[config.mk]
export PLATFORM = sky130hd
export DESIGN_NAME = program_loader
export DESIGN_NICKNAME = d
export VERILOG_FILES = /design/src/rtl/program_loader_pkg.sv /design/src/rtl/program_loader_load_counter.sv /design/src/rtl/program_loader.sv
export SDC_FILE = /design/constraint.sdc
export NUM_CORES = 1
export LEC_CHECK = 0
export ABC_AREA = 1
export BUFFER_PORTS_ARGS = -buffer_cell sky130_fd_sc_hd__buf_2
export CORE_MARGIN = 2
export CORE_UTILIZATION = 48
export DETAILED_ROUTE_END_ITERATION = 6
export GPL_TIMING_DRIVEN = 0
export PLACE_DENSITY = 0.86
export SLEW_MARGIN = 5
export SYNTH_ARGS = -nofsm -noshare
export SYNTH_HDL_FRONTEND = slang
export SYNTH_HIERARCHICAL = 1
export SYNTH_SLANG_ARGS = --single-unit
export TNS_END_PERCENT = 100
[constraint.sdc]
create_clock -name clk -period 2 [get_ports clk]
set_input_delay 0 -clock clk [delete_from_list [all_inputs] [get_ports clk]]
set_output_delay 0 -clock clk [all_outputs]
set_load 0.05 [all_outputs]
[src/rtl/program_loader_pkg.sv]
// Shared types and constants for the boot-time program loader.
// Header layout: upper half is the IMEM word count, lower half the DMEM word count.
package program_loader_pkg;

  typedef enum logic [2:0] {
    IDLE   = 3'd0,
    HEADER = 3'd1,
    LOAD_I = 3'd2,
    LOAD_D = 3'd3,
    DRAIN  = 3'd4,
    RUN    = 3'd5,
    ERROR  = 3'd6
  } loader_state_t;

  localparam int HDR_NI_MSB = 31;
  localparam int HDR_NI_LSB = 16;
  localparam int HDR_ND_MSB = 15;
  localparam int HDR_ND_LSB = 0;

  localparam int WORD_SHIFT = 2;

endpackage

[src/rtl/program_loader_load_counter.sv]
// Word-index counter for one memory image: clear, increment, and a flag
// that marks the index of the final word (limit - 1).
module load_counter #(
  parameter int W = 10
) (
  input  logic         clk,
  input  logic         arst_n,
  input  logic         clr,
  input  logic         inc,
  input  logic [W-1:0] limit,
  output logic [W-1:0] count,
  output logic         last
);

  always_ff @(posedge clk) begin
    if (!arst_n || clr) begin
      count <= '0;
    end else if (inc) begin
      count <= count + W'(1);
    end
  end

  // limit is never zero while the owning load state is active
  assign last = (count == limit - W'(1));

endmodule

[src/rtl/program_loader.sv]
// Streams a header-prefixed image into IMEM then DMEM through the CPU
// external write ports, then enables the CPU until halted.
module program_loader
  import program_loader_pkg::*;
#(
  parameter int IMEM_DEPTH = 512,
  parameter int DMEM_DEPTH = 1024,
  parameter int DATA_W     = 32
) (
  input  logic              clk,
  input  logic              arst_n,
  input  logic              start,
  input  logic              halt,
  input  logic              s_valid,
  output logic              s_ready,
  input  logic [DATA_W-1:0] s_data,
  output logic [31:0]       addr_ext,
  output logic              wen_ext,
  output logic [DATA_W-1:0] wdata_ext,
  output logic              ren_ext,
  output logic [31:0]       addr_ext_2,
  output logic              wen_ext_2,
  output logic [DATA_W-1:0] wdata_ext_2,
  output logic              ren_ext_2,
  output logic              cpu_enable,
  output logic              busy,
  output logic              done,
  output logic              error
);

  // One extra bit so a count equal to the depth is representable.
  localparam int I_W = $clog2(IMEM_DEPTH) + 1;
  localparam int D_W = $clog2(DMEM_DEPTH) + 1;
  localparam logic [15:0] I_LIM = 16'(IMEM_DEPTH);
  localparam logic [15:0] D_LIM = 16'(DMEM_DEPTH);

  loader_state_t state_reg, state_next;
  logic [I_W-1:0] n_i_reg;
  logic [D_W-1:0] n_d_reg;
  logic [I_W-1:0] i_cnt;
  logic [D_W-1:0] d_cnt;
  logic           i_last, d_last;
  logic [15:0]    hdr_ni, hdr_nd;
  logic           fire, cnt_clr, i_inc, d_inc;

  assign hdr_ni  = s_data[HDR_NI_MSB:HDR_NI_LSB];
  assign hdr_nd  = s_data[HDR_ND_MSB:HDR_ND_LSB];
  assign fire    = s_valid && s_ready;
  assign cnt_clr = (state_reg == IDLE) && start;
  assign i_inc   = fire && (state_reg == LOAD_I);
  assign d_inc   = fire && (state_reg == LOAD_D);

  assign ren_ext   = 1'b0;
  assign ren_ext_2 = 1'b0;

  load_counter #(.W(I_W)) u_i_cnt (
    .clk(clk), .arst_n(arst_n), .clr(cnt_clr), .inc(i_inc),
    .limit(n_i_reg), .count(i_cnt), .last(i_last)
  );

  load_counter #(.W(D_W)) u_d_cnt (
    .clk(clk), .arst_n(arst_n), .clr(cnt_clr), .inc(d_inc),
    .limit(n_d_reg), .count(d_cnt), .last(d_last)
  );

  always_comb begin
    state_next = state_reg;
    case (state_reg)
      IDLE:   if (start) state_next = HEADER;
      HEADER: begin
        if (fire) begin
          if (hdr_ni > I_LIM || hdr_nd > D_LIM) state_next = ERROR;
          else if (hdr_ni != 16'd0)             state_next = LOAD_I;
          else if (hdr_nd != 16'd0)             state_next = LOAD_D;
          else                                  state_next = DRAIN;
        end
      end
      LOAD_I: if (fire && i_last) state_next = (n_d_reg != '0) ? LOAD_D : DRAIN;
      LOAD_D: if (fire && d_last) state_next = DRAIN;
      DRAIN:  state_next = RUN;
      RUN:    if (halt) state_next = IDLE;
      ERROR:  state_next = ERROR;
      default: state_next = IDLE;
    endcase
  end

  // Status outputs are decoded from the next state so they are registered
  // yet line up with the state they describe.
  always_ff @(posedge clk) begin
    if (!arst_n) begin
      state_reg   <= IDLE;
      n_i_reg     <= '0;
      n_d_reg     <= '0;
      s_ready     <= 1'b0;
      busy        <= 1'b0;
      done        <= 1'b0;
      error       <= 1'b0;
      cpu_enable  <= 1'b0;
      wen_ext     <= 1'b0;
      wen_ext_2   <= 1'b0;
      addr_ext    <= '0;
      addr_ext_2  <= '0;
      wdata_ext   <= '0;
      wdata_ext_2 <= '0;
    end else begin
      state_reg  <= state_next;
      s_ready    <= state_next inside {HEADER, LOAD_I, LOAD_D};
      busy       <= state_next inside {HEADER, LOAD_I, LOAD_D, DRAIN};
      done       <= (state_next == RUN);
      cpu_enable <= (state_next == RUN);
      error      <= (state_next == ERROR);
      wen_ext    <= i_inc;
      wen_ext_2  <= d_inc;
      if (fire && state_reg == HEADER) begin
        n_i_reg <= hdr_ni[I_W-1:0];
        n_d_reg <= hdr_nd[D_W-1:0];
      end
      if (i_inc) begin
        addr_ext  <= 32'(i_cnt) << WORD_SHIFT;
        wdata_ext <= s_data;
      end
      if (d_inc) begin
        addr_ext_2  <= 32'(d_cnt) << WORD_SHIFT;
        wdata_ext_2 <= s_data;
      end
    end
  end

endmodule

==> flow_summary.yaml <==
sta:
  final.min_clock_period_ps: 2410
  setup_viol_count_final: 7
  fin_crit_sh_pct: 120
  setup_ws_ps: -408
  tightest_slew_ps: 580
  clock_skew_ps: 10.1
  timing.slew.headroom_pct: 61.3
  fmax_ghz: 0.415
  hold_viol_final: 0
  slew_viol_final: 0
  grt_setup_unrepaired: "true"
drt:
  met2_length_microns: 9210
  antenna_left: 0
  met1_length_microns: 8090
  dr.first_iter.drc_count: 566
  wire_per_inst_microns: 14.1
  vias_per_cell: 5.06
  drt-total-wl_microns: 19000
  vias: 6838
  highest_layer: "met4"
  drc_errors: 0
  first_pass_iters: 6
  dr_wl_met3_microns: 1360
flow_run:
  cap_violations: 0
worst_setup_path:
  crit_arrival_ps: 2710
  cp_max_fo: 3
  criticalPathCategory: "reg -> reg"
  critPathLaunchType: "flop"
  required_ps: 2300
  end_kind: "flop"
  r2r_slack_ps: -410
synthesis:
  synth.most_common_cell: "nand2_1"
  yosys_register_bits: 136
  syn_area_per_cell_sq_um: 7.04
  synth_ff_type: "dfxtp_1"
  synth_top_family_by_area: "simple AND/OR/NAND/NOR gates"
  yosys-top-cells-count: "151 x nand2_1, 136 x dfxtp_1, 134 x nor2_1"
  synth-compound-area-share_pct: 17.2
  ys_top_cells_by_area: "dfxtp_1 42%, o21ai_0 8.9%, nand2_1 8.7%, nor2_1 7.7%, a21oi_1 7.4%"
  synthCells: 927
  yosys.area_share.simple_pct: 24.4
  async_flop_share_pct: 0
  synth_xor_area_share_pct: 1.88
  synth_cell_types: 34
  yosysTopAreaCellShare_pct: 41.7
  synth_top_area_cell: "dfxtp_1"
  synth-seq-area-share_pct: 41.7
  synth_enable_flop_cells: 0
  synth_fa_ha_area_share_pct: 0.767
  yosysWarnings: 6
  netlist_area_sq_um: 6530
  synth.mux.area_fraction_pct: 0
cells_and_area:
  nNetsFinal: 1203
  drive_gt1_share_pct: 26.6
  area_growth_pct: 33.2
  final_cells: 1351
  diodes: 0
  reg_top3: "wdata_ext: 32 flops, wdata_ext_2: 32 flops"
die:
  rows: 42
  die_h_microns: 121
  start_util_pct: 49.3
  dieArea_sq_um: 14500
  die_w_microns: 121
  design.core.area_sq_um: 13200
  io_pins: 174
global_routing:
  grt_pass1_wl_microns: 30300
  first_global_vias: 6312
  overflow: 0
  track_usage_pct: 26.1
  antenna_found_initial: 0
  grt_max_degree: 26
placement:
  port_buffers: 128
  place_inst: 1275
  dp_hpwl_microns: 13300
  gp_congestion: 0.898
pwr:
  ir_drop_v: 0.000509
  p_leak_nw: 4.51
  power_density_nw_per_um2: 818
  power_w: 0.00711
cts:
  insertion_delay_ps: 420
  cts-buffers-inserted: 17
  clk_pin_slew_ps: 60
  cts_num_sinks: 136
  cts_max_level: 4
  cts_root_buf: "clkbuf_16"
  tritoncts: "yes"
  clockBufferDepth: 2
status:
  status: "complete, but fails checks"
  violations: "setup timing"
hold_path:
  hold_path.class: "in -> reg"
per-layer routing:
layer	GRT usage (%)	vias up
met3	7.45	34
li1	-	3350
met2	43.7	271
met1	31.4	3183
met5	0	-
met4	10.5	0
worst paths after layout:
kind,cells after the start,startpoint,end
setup reg to reg,22,n_d_reg[0]$_SDFFE_PN0P_,busy$_SDFF_PN0_
hold reg to reg,2,u_i_cnt/count[5]$_SDFFE_PP0P_,addr_ext[7]$_SDFFE_PN0P_
setup / recovery,22,n_d_reg[0]$_SDFFE_PN0P_,busy$_SDFF_PN0_
hold / removal,5,arst_n,u_d_cnt/count[9]$_SDFFE_PP0P_
power breakdown:
part	leakage, nW	internal [W]	switching (W)	total (W)
logic	3.12	0.000389	0.000771	0.00116
registers	1.10	0.00276	0.0000466	0.00281
clock network	0.295	0.00186	0.00128	0.00315
placed cells by master (no fill, tap or decap), types with 2 or more instances in the layout:
master         instances
nand2_1              146
nand3_2                6
xor2_1                 6
o21ai_1                4
bufinv_16              2
clkbuf_1              19
a31oi_1                2
ha_4                   2
nor3_2                 2
nor2_1               131
nor3_1                 2
a21oi_1               96
clkinv_4               4
nor3_4                 3
buf_4                 61
dlygate4sd3_1         32
dfxtp_2                4
inv_6                  6
nand2_2               12
nand3_1               23
nand3b_1               3
clkinv_2               4
nand4_1                9
conb_1                45
buf_2                139
buf_12                 2
clkbuf_16             17
nor2_2                16
inv_2                 20
inv_1                 83
dfxtp_1              131
o21ai_0              115
nor2_4                 5
ha_1                   2
xnor2_1                8
worst max-delay path, cell delays in order, from the launching register on:
cell      delay, ps
dfxtp_4         370
inv_6            30
ha_4            260
inv_2            30
nand2_1          50
nand2_1          40
nor2_1           70
nand2_1          50
nor2_1           80
nand2_1          70
nor2_1           90
nand3_1          90
nor2_2          150
buf_4           120
nand2_1          40
o211ai_1        120
a21oi_1          80
nand2_1         110
inv_2            60
nand4_1         130
nand2_2          80
nor2_2          120
nor2_1           40
cells by family (layout without fill, tap and decap cells):
logic type	count (synthesis)	in the layout
simple gates	361	361
compound gates	221	221
buf+inv	190	394
flops	136	136
xor+xnor	14	14
fa+ha+maj	4	4
other cells	1	45
stage by stage:
step / utilization (%) / setup slack [ps] / area [sq um] / setup TNS, ps / hold slack [ps]
3_3_place_gp: 57.3 / -413 / 7590 / -3070 / 268
6_report: 65.6 / -408 / 8690 / -1880 / 55.6
2_1_floorplan: - / -134 / 6730 / -242 / 143
3_5_place_dp: 57.3 / -466 / 7590 / -3570 / 282
4_1_cts: 65.1 / -323 / 8620 / -1440 / 33.0
5_1_grt: 65.6 / -617 / 8690 / -3420 / 81.8
layout make-up:
class	count	area, sq um
sequential	136	2730
tap	176	220
timing repair buffer	174	1070
inverter	107	410
multi-input combinational	645	3140
clock inverter	15	165
fill	1101	4550
clock buffer	17	425
buffer	81	531
repair_timing:
| item | CTS | global route |
|---|---|---|
| endpoints found under the hold margin | 85 | 0 |
| hold buffers | 32 | 0 |
| endpoints found under the setup margin | 19 | 14 |
| pin swaps | 17 | 7 |
| setup buffers | 10 | 4 |
| gates resized for setup | 18 | 16 |
(Power assumes the default switching activity.)
